===== config.mk =====
export PLATFORM = sky130hd
export DESIGN_NAME = alu_control_fsm
export DESIGN_NICKNAME = d
export VERILOG_FILES = /design/src/rtl/alu_control_fsm.sv
export SDC_FILE = /design/constraint.sdc
export NUM_CORES = 1
export LEC_CHECK = 0
export CORE_MARGIN = 2
export CORE_UTILIZATION = 42
export DETAILED_ROUTE_END_ITERATION = 7
export GPL_TIMING_DRIVEN = 0
export PLACE_DENSITY = 0.89
export SYNTH_ARGS = -nofsm -noshare
export SYNTH_HDL_FRONTEND = slang
export SYNTH_SLANG_ARGS = --single-unit

===== constraint.sdc =====
create_clock -name clk -period 4 [get_ports clk]
set_clock_uncertainty 0.15 [all_clocks]
set_input_delay 0.8 -clock clk [delete_from_list [all_inputs] [get_ports clk]]
set_output_delay 0.8 -clock clk [all_outputs]
set_load 0.02 [all_outputs]

===== src/rtl/alu_control_fsm.sv =====
// rtl/alu_control_fsm.sv - multi-cycle ALU/datapath control state machine
//
// Purpose: sequences FETCH/DECODE/execute/writeback for a small multi-cycle
// MIPS-style datapath, driving the ALU, memory, register-file and PC controls.
// Ports:
//   clk, rst                  clock, synchronous active-high reset
//   opcode, funct             instruction fields, stable from DECODE to FETCH
//   mem_ready                 memory finishes the current mem_req access
//   isZero, overflow          ALU flags for the current operation
//   alu_op                    ALU operation (ADD/SUB/AND/OR/SLT encodings below)
//   alu_src_a, alu_src_b      ALU operand muxes
//   mem_req, mem_we, iord     memory request, write enable, address select
//   ir_write, pc_write, pc_src instruction-register load, PC load and source
//   reg_write, reg_dst, mem_to_reg  register-file write controls
//   exc                       one-cycle exception pulse
//   state                     current state encoding (debug)

module alu_control_fsm #(
   parameter bit TRAP_ON_OVF = 1'b1
) (
   input  logic       clk,
   input  logic       rst,
   input  logic [5:0] opcode,
   input  logic [5:0] funct,
   input  logic       mem_ready,
   input  logic       isZero,
   input  logic       overflow,
   output logic [2:0] alu_op,
   output logic       alu_src_a,
   output logic [1:0] alu_src_b,
   output logic       mem_req,
   output logic       mem_we,
   output logic       iord,
   output logic       ir_write,
   output logic       pc_write,
   output logic [1:0] pc_src,
   output logic       reg_write,
   output logic       reg_dst,
   output logic       mem_to_reg,
   output logic       exc,
   output logic [3:0] state
);

   localparam logic [2:0] ALU_AND = 3'b000;
   localparam logic [2:0] ALU_OR  = 3'b001;
   localparam logic [2:0] ALU_ADD = 3'b010;
   localparam logic [2:0] ALU_SUB = 3'b110;
   localparam logic [2:0] ALU_SLT = 3'b111;

   typedef enum logic [3:0] {
      S_FETCH    = 4'd0,
      S_DECODE   = 4'd1,
      S_EXEC_R   = 4'd2,
      S_R_WB     = 4'd3,
      S_EXEC_I   = 4'd4,
      S_I_WB     = 4'd5,
      S_MEM_ADDR = 4'd6,
      S_MEM_RD   = 4'd7,
      S_MEM_WB   = 4'd8,
      S_MEM_WR   = 4'd9,
      S_BRANCH   = 4'd10,
      S_JUMP     = 4'd11,
      S_EXC      = 4'd12
   } state_t;

   state_t state_q, state_d;
   logic   is_addsub;
   logic   bad_funct;

   always_ff @(posedge clk) begin
      if (rst) state_q <= S_FETCH;
      else     state_q <= state_d;
   end

   always_comb begin
      state_d    = state_q;
      alu_op     = 3'b000;
      alu_src_a  = 1'b0;
      alu_src_b  = 2'b00;
      mem_req    = 1'b0;
      mem_we     = 1'b0;
      iord       = 1'b0;
      ir_write   = 1'b0;
      pc_write   = 1'b0;
      pc_src     = 2'b00;
      reg_write  = 1'b0;
      reg_dst    = 1'b0;
      mem_to_reg = 1'b0;
      exc        = 1'b0;
      is_addsub  = 1'b0;
      bad_funct  = 1'b0;

      case (state_q)
         S_FETCH: begin
            mem_req   = 1'b1;
            alu_src_b = 2'b01;
            alu_op    = ALU_ADD;
            if (mem_ready) begin
               ir_write = 1'b1;
               pc_write = 1'b1;
               state_d  = S_DECODE;
            end
         end
         S_DECODE: begin
            // Branch target PC+(imm<<2) is computed speculatively here.
            alu_src_b = 2'b11;
            alu_op    = ALU_ADD;
            case (opcode)
               6'h00:        state_d = S_EXEC_R;
               6'h23, 6'h2B: state_d = S_MEM_ADDR;
               6'h04, 6'h05: state_d = S_BRANCH;
               6'h08:        state_d = S_EXEC_I;
               6'h02:        state_d = S_JUMP;
               default:      state_d = S_EXC;
            endcase
         end
         S_EXEC_R: begin
            alu_src_a = 1'b1;
            case (funct)
               6'h20: begin alu_op = ALU_ADD; is_addsub = 1'b1; end
               6'h22: begin alu_op = ALU_SUB; is_addsub = 1'b1; end
               6'h24: alu_op = ALU_AND;
               6'h25: alu_op = ALU_OR;
               6'h2A: alu_op = ALU_SLT;
               default: begin alu_op = ALU_ADD; bad_funct = 1'b1; end
            endcase
            // Only signed arithmetic can trap; logic ops and SLT never do.
            if (bad_funct || (TRAP_ON_OVF && is_addsub && overflow))
               state_d = S_EXC;
            else
               state_d = S_R_WB;
         end
         S_R_WB: begin
            reg_write = 1'b1;
            reg_dst   = 1'b1;
            state_d   = S_FETCH;
         end
         S_EXEC_I: begin
            alu_src_a = 1'b1;
            alu_src_b = 2'b10;
            alu_op    = ALU_ADD;
            state_d   = (TRAP_ON_OVF && overflow) ? S_EXC : S_I_WB;
         end
         S_I_WB: begin
            reg_write = 1'b1;
            state_d   = S_FETCH;
         end
         S_MEM_ADDR: begin
            // Address arithmetic wraps; overflow is deliberately not a trap.
            alu_src_a = 1'b1;
            alu_src_b = 2'b10;
            alu_op    = ALU_ADD;
            state_d   = (opcode == 6'h23) ? S_MEM_RD : S_MEM_WR;
         end
         S_MEM_RD: begin
            mem_req = 1'b1;
            iord    = 1'b1;
            if (mem_ready) state_d = S_MEM_WB;
         end
         S_MEM_WB: begin
            reg_write  = 1'b1;
            mem_to_reg = 1'b1;
            state_d    = S_FETCH;
         end
         S_MEM_WR: begin
            mem_req = 1'b1;
            mem_we  = 1'b1;
            iord    = 1'b1;
            if (mem_ready) state_d = S_FETCH;
         end
         S_BRANCH: begin
            alu_src_a = 1'b1;
            alu_op    = ALU_SUB;
            pc_src    = 2'b01;
            pc_write  = ((opcode == 6'h04) && isZero) || ((opcode == 6'h05) && !isZero);
            state_d   = S_FETCH;
         end
         S_JUMP: begin
            pc_write = 1'b1;
            pc_src   = 2'b10;
            state_d  = S_FETCH;
         end
         S_EXC: begin
            exc      = 1'b1;
            pc_write = 1'b1;
            pc_src   = 2'b11;
            state_d  = S_FETCH;
         end
         default: state_d = S_FETCH;
      endcase

      // Outputs are forced quiet for the whole reset window, not only after
      // the first reset edge, so a pending MEM_WR cannot keep mem_we high.
      if (rst) begin
         alu_op     = 3'b000;
         alu_src_a  = 1'b0;
         alu_src_b  = 2'b00;
         mem_req    = 1'b0;
         mem_we     = 1'b0;
         iord       = 1'b0;
         ir_write   = 1'b0;
         pc_write   = 1'b0;
         pc_src     = 2'b00;
         reg_write  = 1'b0;
         reg_dst    = 1'b0;
         mem_to_reg = 1'b0;
         exc        = 1'b0;
      end
   end

   assign state = rst ? S_FETCH : state_q;

endmodule


==> results.toml, run 1 <==
[power_and_ir_drop]
comb_power_share_pct = 76.4
p_leak_nw = 0.414
p_int_uw = 246
p_per_area_nw_per_um2 = 416
seqPwrFrac_pct = 12.0
swShare_pct = 48.0
peakVddDrop_v = 0.000340
pwr-share-clk_pct = 11.6
power_switching_uw = 227

[setup_path]
rr_startpoint = "state_q[2]"
rrSetupSlack_ps = 2290
start_kind = "input pin"
crit_fanout = 5
r2r_end = "state_q[3]"
ff2ff_path_depth = 6
worstPathArrival_ps = 2940
critPathCaptureType = "primary output"
worst-setup-path-type = "input pin to primary output"
critPathRequiredTime_ps = 3050
crit_start = "opcode[4]"

[place]
pre_cts_slack_ps = 187
gp_congestion = 0.886
dp_hpwl_um = 1950
place_inst = 168
io_buffer_count = 37
post_dp_cell_area_um2 = 1110

[layout]
nets = 174
drive_gt1_share_pct = 10.3
regArea_um2 = 80.1
utilization_pct = 72.8
regMostFlops = "state_q"
final_cell_area_um2 = 1130
reg_top3 = "state_q: 4 flops"
largest_reg_flops = 4
fin_cells = 171
num-fill-cells = 146
syn_to_final_growth_pct = 57.2
multi_input_comb_area_um2 = 583
diodes = 0

[clock_tree]
ctsHoldBuffers = 0
cts_buffers = 3
cts_setup_buffers = 0
cts_buffer_depth = 2
cts_tree = "built"
cts.sinks = 4
cts_resized = 0
cts-root-buf = "clkbuf_4"
clkTransAtPathRegs_ps = 50
clkLatencyLatePin_ps = 260
htreeDepth = 1

[floorplanning]
die_h_um = 45.5
fp.dieW_um = 45.5
core-area_um2 = 1560
io_pins = 38
rows = 14
dieArea_um2 = 2070
initial_core_util_pct = 46.3

[logic_synthesis]
ys_warn_count = 0
synth-edff-count = 0
yosysUniqueCellTypes = 42
synth_fp_nets = 132
synth_xor_area_share_pct = 2.43
synth_ff_type = "dfxtp_1"
synth_async_sr_flop_share_pct = 0
synthesis.area_um2 = 722
synth_compound_area_share_pct = 25.0
syn_inst = 115
synthSimpleGateAreaFrac_pct = 52.0
synth_adder_area_share_pct = 0
ys_ff_latch = 4
syn_avg_cell_area_um2 = 6.28
synth.area.mux_share_pct = 1.39
ys_seq_area_share_pct = 11.1
synth_top_family_by_area = "simple AND/OR/NAND/NOR gates"

[worst_hold_path]
holdPathEnd = "state_q[3]"
min_from = "state_q[3]"
holdPathStages = 3
worstHoldPathType = "flip-flop to flip-flop"

[job]
max_cap_violations = 0

[outcome]
status = "finished, final reports clean"

[route]
vias = 1028
postRouteAntennaNets = 0
dr.pass1.iters = 4
drt-total-wl_um = 2450
avgViaCountPerCell = 6.01
drc = 0
drtIter0Drc = 40
wl_per_cell_um = 14.4

[timing]
finalWorstSetupSlack_ps = 109
max_freq_ghz = 0.257
fin_tns_setup_ps = 0
post-route-min-period_ps = 3890
tightest_slew_ps = 460
period_share_pct = 97.3
hold_viol = 0
slew_headroom_pct = 69.4
finalSetupViolCount = 0
slew_violations = 0
rsz0062_at_grt = "no"

[global_routing]
grt_use_total_pct = 26.3
grt_max_degree = 11
grt_overflow = 0
grt_pass1_vias = 892
grt_pass1_wl_um = 4000
antenna_found_initial = 0
power groups by stage:
stage | clock (mW) | sequential, mW | combinational, mW
final | 0.0548 | 0.0565 | 0.361
after global routing | 0.0591 | 0.0575 | 0.392
after CTS | 0.0569 | 0.0564 | 0.357
after detailed placement | 0 | 0.0571 | 0.355
after global placement | 0 | 0.0570 | 0.352
after floorplan | 0 | 0.0560 | 0.237
worst max-delay path by stage:
stage                      to
finish               pc_write
global route         pc_write
CTS                  pc_write
detailed placement   pc_write
global placement     pc_write
floorplan           alu_op[1]
metrics by stage:
stage / hold slack [ps] / total power [mW]
after floorplan: 578 / 0.293
after global placement: 638 / 0.409
after detailed placement: 650 / 0.412
after CTS: 659 / 0.470
after global routing: 739 / 0.509
final: 663 / 0.472
worst max-delay path, cell delays in order:
cell and delay (ps):
clkdlybuf4s50_1 480, nor3_1 340, nand4_1 130, nor4_1 410, or3_1 170, clkdlybuf4s50_1 610
layer usage:
metal  GRT usage [%]  vias up  wire [um]
met4            7.65        0         46
met1            35.0      474       1110
li1                -      500          -
met3            5.95        7        143
met2            42.0       47       1160
met5               0        -          0
cells by family after synthesis:
family | Yosys count
compound gates | 25
mux | 1
flops | 4
simple gates | 71
buf+inv | 12
xor+xnor | 2
synth_stat cells (3+ instances only):
| master | instances | area (um2) |
|---|---|---|
| dfxtp_1 | 4 | 80.1 |
| nand2b_1 | 8 | 50.1 |
| nor2_1 | 21 | 78.8 |
| or3_1 | 4 | 25.0 |
| nand2_1 | 9 | 33.8 |
| nor4_1 | 5 | 31.3 |
| a21oi_1 | 3 | 15.0 |
| buf_2 | 5 | 25.0 |
| nor3_1 | 6 | 30.0 |
| inv_1 | 4 | 15.0 |
| nor2b_1 | 4 | 25.0 |
| o21ai_0 | 4 | 20.0 |
| a31oi_1 | 4 | 25.0 |
| nand3_1 | 3 | 15.0 |
| a211oi_1 | 4 | 30.0 |
cells in the final DEF, fill, tap and decap left out, types with 3 or more instances in the layout:
master,instances
a211oi_1,4
a21oi_1,3
a31oi_1,4
buf_2,5
clkbuf_4,3
clkdlybuf4s50_1,37
dfxtp_1,4
inv_1,4
nand2_1,9
nand2b_1,8
nand3_1,3
nor2_1,21
nor2b_1,4
nor3_1,6
nor4_1,5
o21ai_0,4
or3_1,4
layout make-up:
class	instances	share of cell area, %
multi-input cells	99	51.4
repair buffers	37	32.6
flip-flops and latches	4	7.06
plain buffers	7	3.53
clock buffers	3	1.98
well taps	16	1.76
inverters	5	1.65
Power figures use the tool's default switching activity.
==> run 2: changes to the inputs <==
--- a/config.mk
+++ b/config.mk
@@ -9,6 +9,7 @@
 export CORE_UTILIZATION = 42
 export DETAILED_ROUTE_END_ITERATION = 7
 export GPL_TIMING_DRIVEN = 0
+export HOLD_SLACK_MARGIN = 0.06
 export PLACE_DENSITY = 0.89
 export SYNTH_ARGS = -nofsm -noshare
 export SYNTH_HDL_FRONTEND = slang
==> results of run 2 <==
Final layout, timing and power as in run 1 (identical DEF).
==> run 3: changes to the inputs <==
--- a/config.mk
+++ b/config.mk
@@ -10,6 +10,7 @@
 export DETAILED_ROUTE_END_ITERATION = 7
 export GPL_TIMING_DRIVEN = 0
 export HOLD_SLACK_MARGIN = 0.06
+export MAX_ROUTING_LAYER = met4
 export PLACE_DENSITY = 0.89
 export SYNTH_ARGS = -nofsm -noshare
 export SYNTH_HDL_FRONTEND = slang
==> run 3 against run 2 <==
Net effect:
- combinational power fell by 1%
- critical path type unchanged
- flip-flop and latch count did not move
- routed wire length fell by 1.0%
==> results.toml, run 3 (synthesis gave the netlist of run 1 again) <==
[clock_tree]
cts_buffers = 3
cts_resized = 0
htreeDepth = 1
cts_buffer_depth = 2
cts.sinks = 4
cts_tree = "built"
clkTransAtPathRegs_ps = 40
cts_setup_buffers = 0
cts-root-buf = "clkbuf_4"
clkLatencyLatePin_ps = 230
ctsHoldBuffers = 0

[timing]
rsz0062_at_grt = "no"
tightest_slew_ps = 452
slew_violations = 0
slew_headroom_pct = 69.9
fin_tns_setup_ps = 0
period_share_pct = 95.8
post-route-min-period_ps = 3830
hold_viol = 0
finalWorstSetupSlack_ps = 170
finalSetupViolCount = 0
max_freq_ghz = 0.261
hold_slack_ps = 666

[setup_path]
cp_slowest_cell = "clkdlybuf4s50_1"
worst-setup-path-type = "input pin to primary output"
start_kind = "input pin"
crit_fanout = 4
critPathRequiredTime_ps = 3050
critPathBufInv = 2
rr_startpoint = "state_q[0]"
crit_start = "opcode[3]"
crit_chain = "clkdlybuf4s50_1 -> nor3_1 -> nand4_1 -> nor4_1 -> or3_1 -> clkdlybuf4s50_1"
critPathCaptureType = "primary output"
r2r_end = "state_q[3]"
crit_top_cell = "clkdlybuf4s50_1"
critPathTopFamily = "buffers and inverters"
rrSetupSlack_ps = 2270
cp_slowest_stage_delay_ps = 600
ff2ff_path_depth = 6
worstPathArrival_ps = 2880

[power_and_ir_drop]
power_uw = 465
p_leak_nw = 0.414
p_per_area_nw_per_um2 = 410
peakVddDrop_v = 0.000258

[floorplanning]
initial_core_util_pct = 46.3
rows = 14
core-area_um2 = 1560
fp.dieW_um = 45.5
io_pins = 38
die_h_um = 45.5
dieArea_um2 = 2070

[layout]
largest_reg_flops = 4
regMostFlops = "state_q"
final_common_cell = "clkdlybuf4s50_1"
num-fill-cells = 137
reg_top3 = "state_q: 4 flops"
nets = 174
syn_to_final_growth_pct = 57.2
drive_gt1_share_pct = 10.3
multi_input_comb_area_um2 = 583
regArea_um2 = 80.1
utilization_pct = 72.8
mostFrequentLayoutCells = "clkdlybuf4s50_1 (37), nor2_1 (21), nand2_1 (9)"
final_cell_area_um2 = 1130
diodes = 0
fin_cells = 171

[global_routing]
grt_pass1_vias = 876
antenna_found_initial = 0
grt_pass1_wl_um = 3880
grt_max_degree = 11
grt_overflow = 0
grt_use_total_pct = 26.1

[route]
wl_met2_um = 1180
route.met3.wl_um = 105
drt-total-wl_um = 2430
dr.pass1.iters = 4
drtIter0Drc = 25
wirelength_met1_um = 1140
wl_per_cell_um = 14.2
postRouteAntennaNets = 0
drc = 0
maxUsedRoutingLayer = "met4"
avgViaCountPerCell = 5.75
vias = 983

[place]
gp_congestion = 0.861
pre_cts_slack_ps = 191
dp_hpwl_um = 1980
place_inst = 168
post_dp_cell_area_um2 = 1110
io_buffer_count = 37

[worst_hold_path]
worstHoldPathType = "flip-flop to flip-flop"
min_from = "state_q[3]"
holdPathEnd = "state_q[3]"
holdPathStages = 3

[outcome]
status = "finished, final reports clean"

[job]
max_cap_violations = 0
-- run 3: cell counts in the layout (fill, tap and decap cells not counted) --
No cell type changed its count.
-- run 3: worst min-delay path: stages, from the launching register on --
cell	delay [ps]
dfxtp_1	390
nand2b_1	160
inv_1	110
a221o_1	130
-- run 3: layer usage --
metal | GRT usage (%) | up-vias
met2 | 45.1 | 36
met3 | 4.76 | 2
met5 | - | -
met4 | 0 | 0
li1 | - | 497
met1 | 33.3 | 448
-- run 3: power by group --
group	switching [mW]	leakage (nW)	internal [mW]
logic	0.196	0.367	0.161
registers	0.00614	0.0327	0.0510
clock network	0.0169	0.0138	0.0336
total	0.219	0.414	0.245
-- run 3: layout make-up --
type,count,share of cell area (%)
multi-input combinational,99,51.4
buffer,7,3.53
clock buffer,3,1.98
tap,16,1.76
inverter,5,1.65
timing repair buffer,37,32.6
sequential,4,7.06
-- run 3: worst max-delay path by stage --
stage               slack (ps)   endpoint  cells past startpoint
finish                     170   pc_write                      6
CTS                        190   pc_write                      6
floorplan                  940  alu_op[1]                      4
global placement           200   pc_write                      6
global route                50   pc_write                      6
detailed placement         190   pc_write                      6
